<file path="src/rtl/syscall_io_unit.sv">
// Executes decoder-flagged print-int / read-int syscalls, stalling the core until the board I/O handshake finishes.
// Latency: print done 1 cycle after accept with out_ready high; read done 2 cycles after in_valid.
// Backpressure: out_valid/out_data held until out_ready, in_ready held until in_valid. SYSCALL_EXIT_EN adds absorbing HALT.
module syscall_io_unit #(
   parameter int DATA_W   = 32,
   parameter int V0_PRINT = 1,
   parameter int V0_READ  = 5,
   parameter int V0_EXIT  = 10
) (
   input  logic              clk,
   input  logic              rst,
   input  logic              sys_req,
   input  logic              sys_dir,
   input  logic [DATA_W-1:0] v0,
   input  logic [DATA_W-1:0] a0,
   output logic              stall,
   output logic [DATA_W-1:0] out_data,
   output logic              out_valid,
   input  logic              out_ready,
   input  logic [DATA_W-1:0] in_data,
   input  logic              in_valid,
   output logic              in_ready,
   output logic              wb_en,
   output logic [DATA_W-1:0] wb_data,
   output logic [15:0]       sys_cnt,
   output logic              halted
);

   localparam logic [DATA_W-1:0] CODE_PRINT = DATA_W'(V0_PRINT);
   localparam logic [DATA_W-1:0] CODE_READ  = DATA_W'(V0_READ);
   localparam logic [DATA_W-1:0] CODE_EXIT  = DATA_W'(V0_EXIT);

   typedef enum logic [2:0] {
      S_IDLE,
      S_OUT,
      S_IN,
      S_WB,
      S_DONE
`ifdef SYSCALL_EXIT_EN
      , S_HALT
`endif
   } state_t;

   state_t            state_q, state_d;
   logic [DATA_W-1:0] out_data_q, out_data_d;
   logic [DATA_W-1:0] wb_data_q, wb_data_d;
   logic [15:0]       sys_cnt_q, sys_cnt_d;

   logic acc_print, acc_read, acc_exit;

   assign acc_print = sys_req & ~sys_dir & (v0 == CODE_PRINT);
   assign acc_read  = sys_req &  sys_dir & (v0 == CODE_READ);
   assign acc_exit  = sys_req & (v0 == CODE_EXIT);

   always_comb begin
      state_d    = state_q;
      out_data_d = out_data_q;
      wb_data_d  = wb_data_q;
      sys_cnt_d  = sys_cnt_q;
      stall      = 1'b0;
      case (state_q)
         S_IDLE: begin
            // Stall is combinational so the syscall never leaves decode.
            if (acc_print) begin
               stall      = 1'b1;
               out_data_d = a0;
               state_d    = S_OUT;
            end else if (acc_read) begin
               stall   = 1'b1;
               state_d = S_IN;
`ifdef SYSCALL_EXIT_EN
            end else if (acc_exit) begin
               stall     = 1'b1;
               sys_cnt_d = sys_cnt_q + 16'd1;
               state_d   = S_HALT;
`endif
            end
         end
         S_OUT: begin
            stall = 1'b1;
            if (out_ready) state_d = S_DONE;
         end
         S_IN: begin
            stall = 1'b1;
            if (in_valid) begin
               wb_data_d = in_data;
               state_d   = S_WB;
            end
         end
         S_WB: begin
            stall   = 1'b1;
            state_d = S_DONE;
         end
         S_DONE: begin
            // Syscall still sits in decode here; its sys_req must not re-trigger.
            sys_cnt_d = sys_cnt_q + 16'd1;
            state_d   = S_IDLE;
         end
`ifdef SYSCALL_EXIT_EN
         S_HALT: begin
            stall = 1'b1;
         end
`endif
         default: state_d = S_IDLE;
      endcase
   end

   always_ff @(posedge clk or posedge rst) begin
      if (rst) begin
         state_q    <= S_IDLE;
         out_data_q <= '0;
         wb_data_q  <= '0;
         sys_cnt_q  <= '0;
      end else begin
         state_q    <= state_d;
         out_data_q <= out_data_d;
         wb_data_q  <= wb_data_d;
         sys_cnt_q  <= sys_cnt_d;
      end
   end

   assign out_valid = (state_q == S_OUT);
   assign in_ready  = (state_q == S_IN);
   assign wb_en     = (state_q == S_WB);
   assign out_data  = out_data_q;
   assign wb_data   = wb_data_q;
   assign sys_cnt   = sys_cnt_q;

`ifdef SYSCALL_EXIT_EN
   assign halted = (state_q == S_HALT);
`else
   // Exit code still decodes but is treated like any unknown code.
   logic unused_exit;
   assign unused_exit = acc_exit;
   assign halted      = 1'b0;
`endif

endmodule

</file>
<file path="config.mk">
export PLATFORM = sky130hd
export DESIGN_NAME = syscall_io_unit
export DESIGN_NICKNAME = d
export VERILOG_FILES = /design/src/rtl/syscall_io_unit.sv
export SDC_FILE = /design/constraint.sdc
export NUM_CORES = 1
export LEC_CHECK = 0
export ABC_CLOCK_PERIOD_IN_PS = 2500
export BUFFER_PORTS_ARGS = -buffer_cell sky130_fd_sc_hd__buf_4
export CAP_MARGIN = 0
export CORE_UTILIZATION = 40
export CTS_CLUSTER_SIZE = 8
export DETAILED_ROUTE_END_ITERATION = 16
export PLACE_DENSITY = 0.76
export SYNTH_ARGS = -nofsm -noshare
export SYNTH_HDL_FRONTEND = slang
export SYNTH_SLANG_ARGS = --single-unit
</file>
<file path="constraint.sdc">
create_clock -name clk -period 2.5 [get_ports clk]
set_input_delay 0.5 -clock clk [delete_from_list [all_inputs] [get_ports clk]]
set_output_delay 0.5 -clock clk [all_outputs]
set_load 0.01 [all_outputs]
</file>
==> impl_results.md, run 1 <==
- Pwr dens: 743 nW/µm²
- Vias: between 2,000 and 3,000
- Worst Max-Slew Pin Slew: approximately 650 ps
- Gate power share: 29.0%
- Post-CTS Resized: 0
- Maximum vdd drop: about 0.33 mV
- Synthesis-to-layout area growth: 50.8%
- Design Area, Final: ~5100 µm²
- Yosys reg bits: between 80 and 90
- DIE WIDTH: approximately 94 µm
- Synth area leader: dfrtp_1
- Worst rel slew slack: 56.9%
- Rows: 33
- Clk network pwr share: 23.8%
- Antenna cells: 0
- Clock buffer depth: 2
- Avg WL per Cell: 14.0 µm
- Fin Setup TNS: 0 ps
- Period utilization: between 90% and 100%
- Sequential area share after synthesis: between 60% and 70%
- Initial antenna violation count: 0
- Async set-reset flop share out of synthesis: 100%
- Clock latency on the worst-skew pair: 340 ps
- Psw: just over 0.001 W
- Total GRT Usage: between 10% and 20%
- Fin. max-slew vios: 0
- Min-delay worst type: in -> async
- Max cap viols: 0
- Final hold violation count: 0
- Crit path launch type: input pin
- Final core occ: just over 60%
- First-pass GRT wire length: about 12 mm
- Top post-synthesis cells by area: dfrtp_1, mux2_2, xnor2_1, nor4_1, xor2_1
- Largest net degree at the start of global routing: 46
- Die Y: approximately 94 µm
- Mapped Area: approximately 3400 µm²
- Initial Utilization: between 40% and 50%
- EDFF count, synth: 0
- Clock skew: roughly 9.4 ps
- Iteration-0 DRC Markers: 26
- Internal power: 0.00274 W
- Syn Nets: between 300 and 400
- Maximum clock rate: about 440 MHz
- Vias in the first global route: between 2,000 and 3,000
- DP Area: 4910 µm²
- Gr ovfl total: 0
- H-tree levels: 3
- Vias per cell: about 4.8
- Core Area: about 8200 µm²
- Full die area: ~8800 µm²
- Fill cells: 654
- Endpoints failing setup: 0
- Post-CTS Hold Buffers: 0
- Post-synthesis cell count: between 200 and 250
- Top_reg_cell synth: dfrtp_1
- IO Pins: 187
- CP Max Fanout: 2
- CTS tree: done
- Yosys warnings: 0
- CTS sink cnt: 83
- Pleak: roughly 2.6 nW
- Status: completed
- Root buffer cell: clkbuf_8
- Unrepaired setup endpoints after global routing: false
- Nets: 532
- Syn avg cell area: 14.3 µm²
- Total power draw: 0.00378 W
- Clk pin slew, worst setup/hold paths: 80 ps
- Post-route minimum period: ~2300 ps
- Switching share of power: between 20% and 30%
- RePlAce Congestion: between 0.8 and 0.9
- WP data arrival: about 1800 ps
- Routed Wire Length: ~7.5 mm
- Data required, critical path: ~2000 ps
- Drt first pass iters: 4
- Share of layout cells above drive strength 1: a little over three fifths
- CP endpoint kind: output port
- Yosys top cell area share: between 60% and 70%
- I/O Buffers: ~190
- DRC: 0
- Post-DP HPWL: about 5.7 mm
- Unique masters post-synth: 29
- Post-CTS Setup Repair Bufs: 0
- CTS Buf Count: 9
- CP Class: in -> out
- Reg power frac: 47.2%
- Final ANT Viol Nets: 0
-- sequential cells by signal, indices dropped and copies added, names as in the netlist --
name,flops
sys_cnt,16
out_data,32
state_q,3
wb_data,32
-- synthesized netlist by cell type, types with 5 or more instances --
cell,instances
mux2_2,62
nand2_1,8
nand3_1,5
buf_2,5
nor3_1,5
xor2_1,5
nor4_1,7
xnor2_1,10
nor2_1,10
dfrtp_1,83
nand4_1,6
-- cell type report --
class	count	area [µm²]	area share, %
clock inverter	5	56.3	1.11
inverter	3	15.0	0.295
multi-input combinational	141	1220	24.1
tap	105	131	2.58
sequential	83	2080	40.8
timing repair buffer	191	1460	28.7
clock buffer	9	124	2.44
-- metrics by stage --
| step | cells | setup slack (ps) | hold slack (ps) |
|---|---|---|---|
| final | 537 | 237 | 245 |
| after global routing | 537 | 138 | 265 |
| after CTS | 537 | 208 | 261 |
| after detailed placement | 523 | 212 | 475 |
| after global placement | 523 | 225 | 460 |
| after floorplan | 236 | 398 | 504 |
-- layer usage --
layer	up-vias	track usage, %	wire length (µm)
met5	-	0	0
met4	0	8.72	130
met3	13	4.69	589
met2	124	30.2	3890
met1	1203	20.1	2890
li1	1219	-	-
-- cells by family (layout without fill, tap and decap cells) --
family / Yosys count / in the layout / synth area share [%]
DFF: 83 / 83 / 61.6
muxes: 65 / 65 / 21.7
and+or+nand+nor: 54 / 54 / 9.16
xor gates and xnor gates: 15 / 15 / 3.89
buffers and inverters: 12 / 208 / 2.30
AOI/OAI and AO/OA: 5 / 5 / 0.890
adders and majority gates: 1 / 1 / 0.371
other: 1 / 1 / 0.111
-- critical path, stage by stage --
cell	delay, ps
buf_4	110
nor4_1	290
nand4_1	160
or3_1	400
a21oi_1	160
buf_4	140
-- layout by cell type, fill, tap and decap left out, types with 2 or more instances in the layout --
master and n:
clkinvlp_4 2, nand4_1 6, nand3_1 5, clkinv_2 2
or3_1 3, xnor2_1 10, and3_1 3, buf_12 2
nor2_1 10, dfrtp_1 83, nand2_1 8, buf_4 189
mux2_1 3, nor3_1 4, mux2_2 62, inv_1 2
xor2_1 5, a21oi_1 3, nor4_1 7, clkbuf_8 9
-- path summary, 6_finish.rpt --
check	from	endpoint	slack, ps	cells past startpoint
max	v0[17]	stall	240	6
min	rst	out_data[12]$_DFFE_PP0P_	240	2
max reg2reg	state_q[0]$_DFFE_PP0P_	out_data[26]$_DFFE_PP0P_	730	5
min reg2reg	sys_cnt[15]$_DFFE_PP0N_	sys_cnt[15]$_DFFE_PP0N_	480	1
max in group asynchronous	rst	wb_data[30]$_DFFE_PP0P_	1620	3
min in group clk	a0[25]	out_data[25]$_DFFE_PP0P_	380	2
-- power groups by stage --
stage,combinational (W),clock [W],sequential (W)
finish,0.00110,0.000902,0.00178
global route,0.00118,0.000996,0.00182
CTS,0.00111,0.000930,0.00179
detailed placement,0.00111,0,0.00181
global placement,0.00109,0,0.00180
floorplan,0.000355,0,0.00192
Note: power is estimated with default switching activity, not from simulation.
==> inputs of run 2 (changes only) <==
GPL_TIMING_DRIVEN = 0   (was not set)
==> impl_results.md, run 2 (synthesized netlist as in run 1, its figures left out) <==
- Status: completed
- Pre-CTS WS: 49.0 ps (-163 ps)
- DRC: 0 (unchanged)
- Period utilization: 93.5% (+3.0 points)
- First-pass GRT wire length: 12.1 mm (+3.8%)
- Max cap viols: 0 (unchanged)
- Avg WL per Cell: 14.5 µm (+4.0%)
- Pwr dens: 749 nW/µm² (+0.75%)
- WP data arrival: 1840 ps (+80 ps)
- CTS sink cnt: 83 (unchanged)
- I/O Buffers: 185 (unchanged)
- Endpoints failing setup: 0 (unchanged)
- IO Pins: 187 (unchanged)
- Final core occ: 62.7% (+0.49 points)
- Unrepaired setup endpoints after global routing: false
- Post-route minimum period: 2340 ps (+75.4 ps)
- Clock buffer depth: 2 (unchanged)
- Final std cells w/o fill: 545 (+1.5%)
- Clk pin slew, worst setup/hold paths: 80 ps (about the same)
- Most frequent cells in the layout: buf_4, dfrtp_1, mux2_2
- Initial antenna violation count: 0 (unchanged)
- Fill cells: 686 (+4.9%)
- Largest net degree at the start of global routing: 43 (-6.5%)
- Clock latency on the worst-skew pair: 340 ps (about the same)
- RePlAce Congestion: 0.841 (+3.0%)
- Full die area: 8800 µm² (unchanged)
- H-tree levels: 3 (unchanged)
- Worst hold slack: 348 ps (+103 ps)
- Iteration-0 DRC Markers: 56 (+120%)
- Nets: 538 (+1.1%)
- Gr ovfl total: 0 (unchanged)
- Min-delay worst type: in -> async
- Root buffer cell: clkbuf_8
- Drt first pass iters: 4 (unchanged)
- Vias: 2,621 (+2.4%)
- Rows: 33 (unchanged)
- Vias per cell: 4.81 (+0.92%)
- Share of layout cells above drive strength 1: 63.0% (+0.22 points)
- CP Max Fanout: 3 (+1)
- Maximum vdd drop: 0.415 mV (+26%)
- Core Area: 8180 µm² (unchanged)
- Final hold violation count: 0 (unchanged)
- Setup WS post-layout: 161 ps (-75.4 ps)
- Worst Max-Slew Pin Slew: 909 ps (+264 ps)
- Maximum clock rate: 428 MHz (-3.2%)
- CTS tree: done
- DIE WIDTH: 93.8 µm (unchanged)
- Worst rel slew slack: 39.3% (-18 points)
- Pleak: 2.67 nW (+1.4%)
- Initial Utilization: 41.3% (unchanged)
- Synthesis-to-layout area growth: 52.0%
- Die Y: 93.8 µm (unchanged)
- Antenna cells: 0 (unchanged)
- # placed instances: 527 (+0.76%)
- Post-DP HPWL: 6.08 mm (+6.1%)
- Clock skew: 10.5 ps (+1.07 ps)
- Worst r2r path cells: 5 (unchanged)
- CP Class: in -> out
- Routed Wire Length: 7.91 mm (+5.5%)
- Vias in the first global route: 2,623 (+3.2%)
- CP endpoint kind: output port
- Data required, critical path: 2000 ps (about the same)
- Total GRT Usage: 18.1% (+0.51 points)
- Fin. max-slew vios: 0 (unchanged)
- Fin Setup TNS: 0 ps (unchanged)
- CTS Buf Count: 9 (unchanged)
- Final ANT Viol Nets: 0 (unchanged)
- Commonest non-fill, non-tap cell in the layout: buf_4
- Crit path launch type: input pin
run 2: per-stage QoR:
stage          total power [W]  instance area [µm²]
4_1_cts                0.00389                 5110
3_5_place_dp           0.00293                 4920
6_report               0.00384                 5130
3_3_place_gp           0.00289                 4900
5_1_grt                0.00406                 5130
2_1_floorplan          0.00227                 3380
run 2: worst paths after layout:
| check | from | end | slack, ps |
|---|---|---|---|
| max in group asynchronous | rst | state_q[1]$_DFFE_PP0P_ | 1470 |
| max reg2reg | state_q[1]$_DFFE_PP0P_ | wb_data[5]$_DFFE_PP0P_ | 460 |
| min | rst | out_data[28]$_DFFE_PP0P_ | 350 |
| min in group clk | a0[23] | out_data[23]$_DFFE_PP0P_ | 370 |
| max | v0[26] | stall | 160 |
| min reg2reg | sys_cnt[15]$_DFFE_PP0N_ | sys_cnt[15]$_DFFE_PP0N_ | 480 |
run 2: power breakdown:
part           switching [W]  internal (W)  total (W)
combinational       0.000433      0.000678    0.00111
clock               0.000469      0.000485   0.000954
sequential          0.000154       0.00162    0.00177
run 2: per-layer routing:
layer  GRT usage (%)  vias to the layer above  routed length, µm
met5               0                        -                  0
met4            5.00                        0                 49
met3            5.58                        5                616
met2            32.1                      117               4200
met1            21.0                     1268               3050
li1                -                     1231                  -
run 2: critical path, cell delays in order:
cell and delay, ps:
buf_4 110, nor4_1 320, nand4_1 190, or3_1 420, a21oi_1 170, buf_4 140
run 2: final cells by class:
| class | instances | area (µm²) | share of cell area, % |
|---|---|---|---|
| well taps | 105 | 131 | 2.56 |
| flip-flops and latches | 83 | 2080 | 40.5 |
| inverters | 3 | 15.0 | 0.293 |
| clock buffers | 11 | 141 | 2.76 |
| repair buffers | 188 | 1420 | 27.8 |
| multi-input cells | 141 | 1220 | 23.8 |
| plain buffers | 9 | 66.3 | 1.29 |
| clock inverters | 5 | 52.6 | 1.03 |
run 2: what timing repair did:
| action | 4_1_cts | 5_1_grt |
|---|---|---|
| hold buffers | 0 | 0 |
| gates resized for setup | 0 | 0 |
| buffers inserted | 0 | 2 |
| setup endpoints to repair | 0 | 1 |
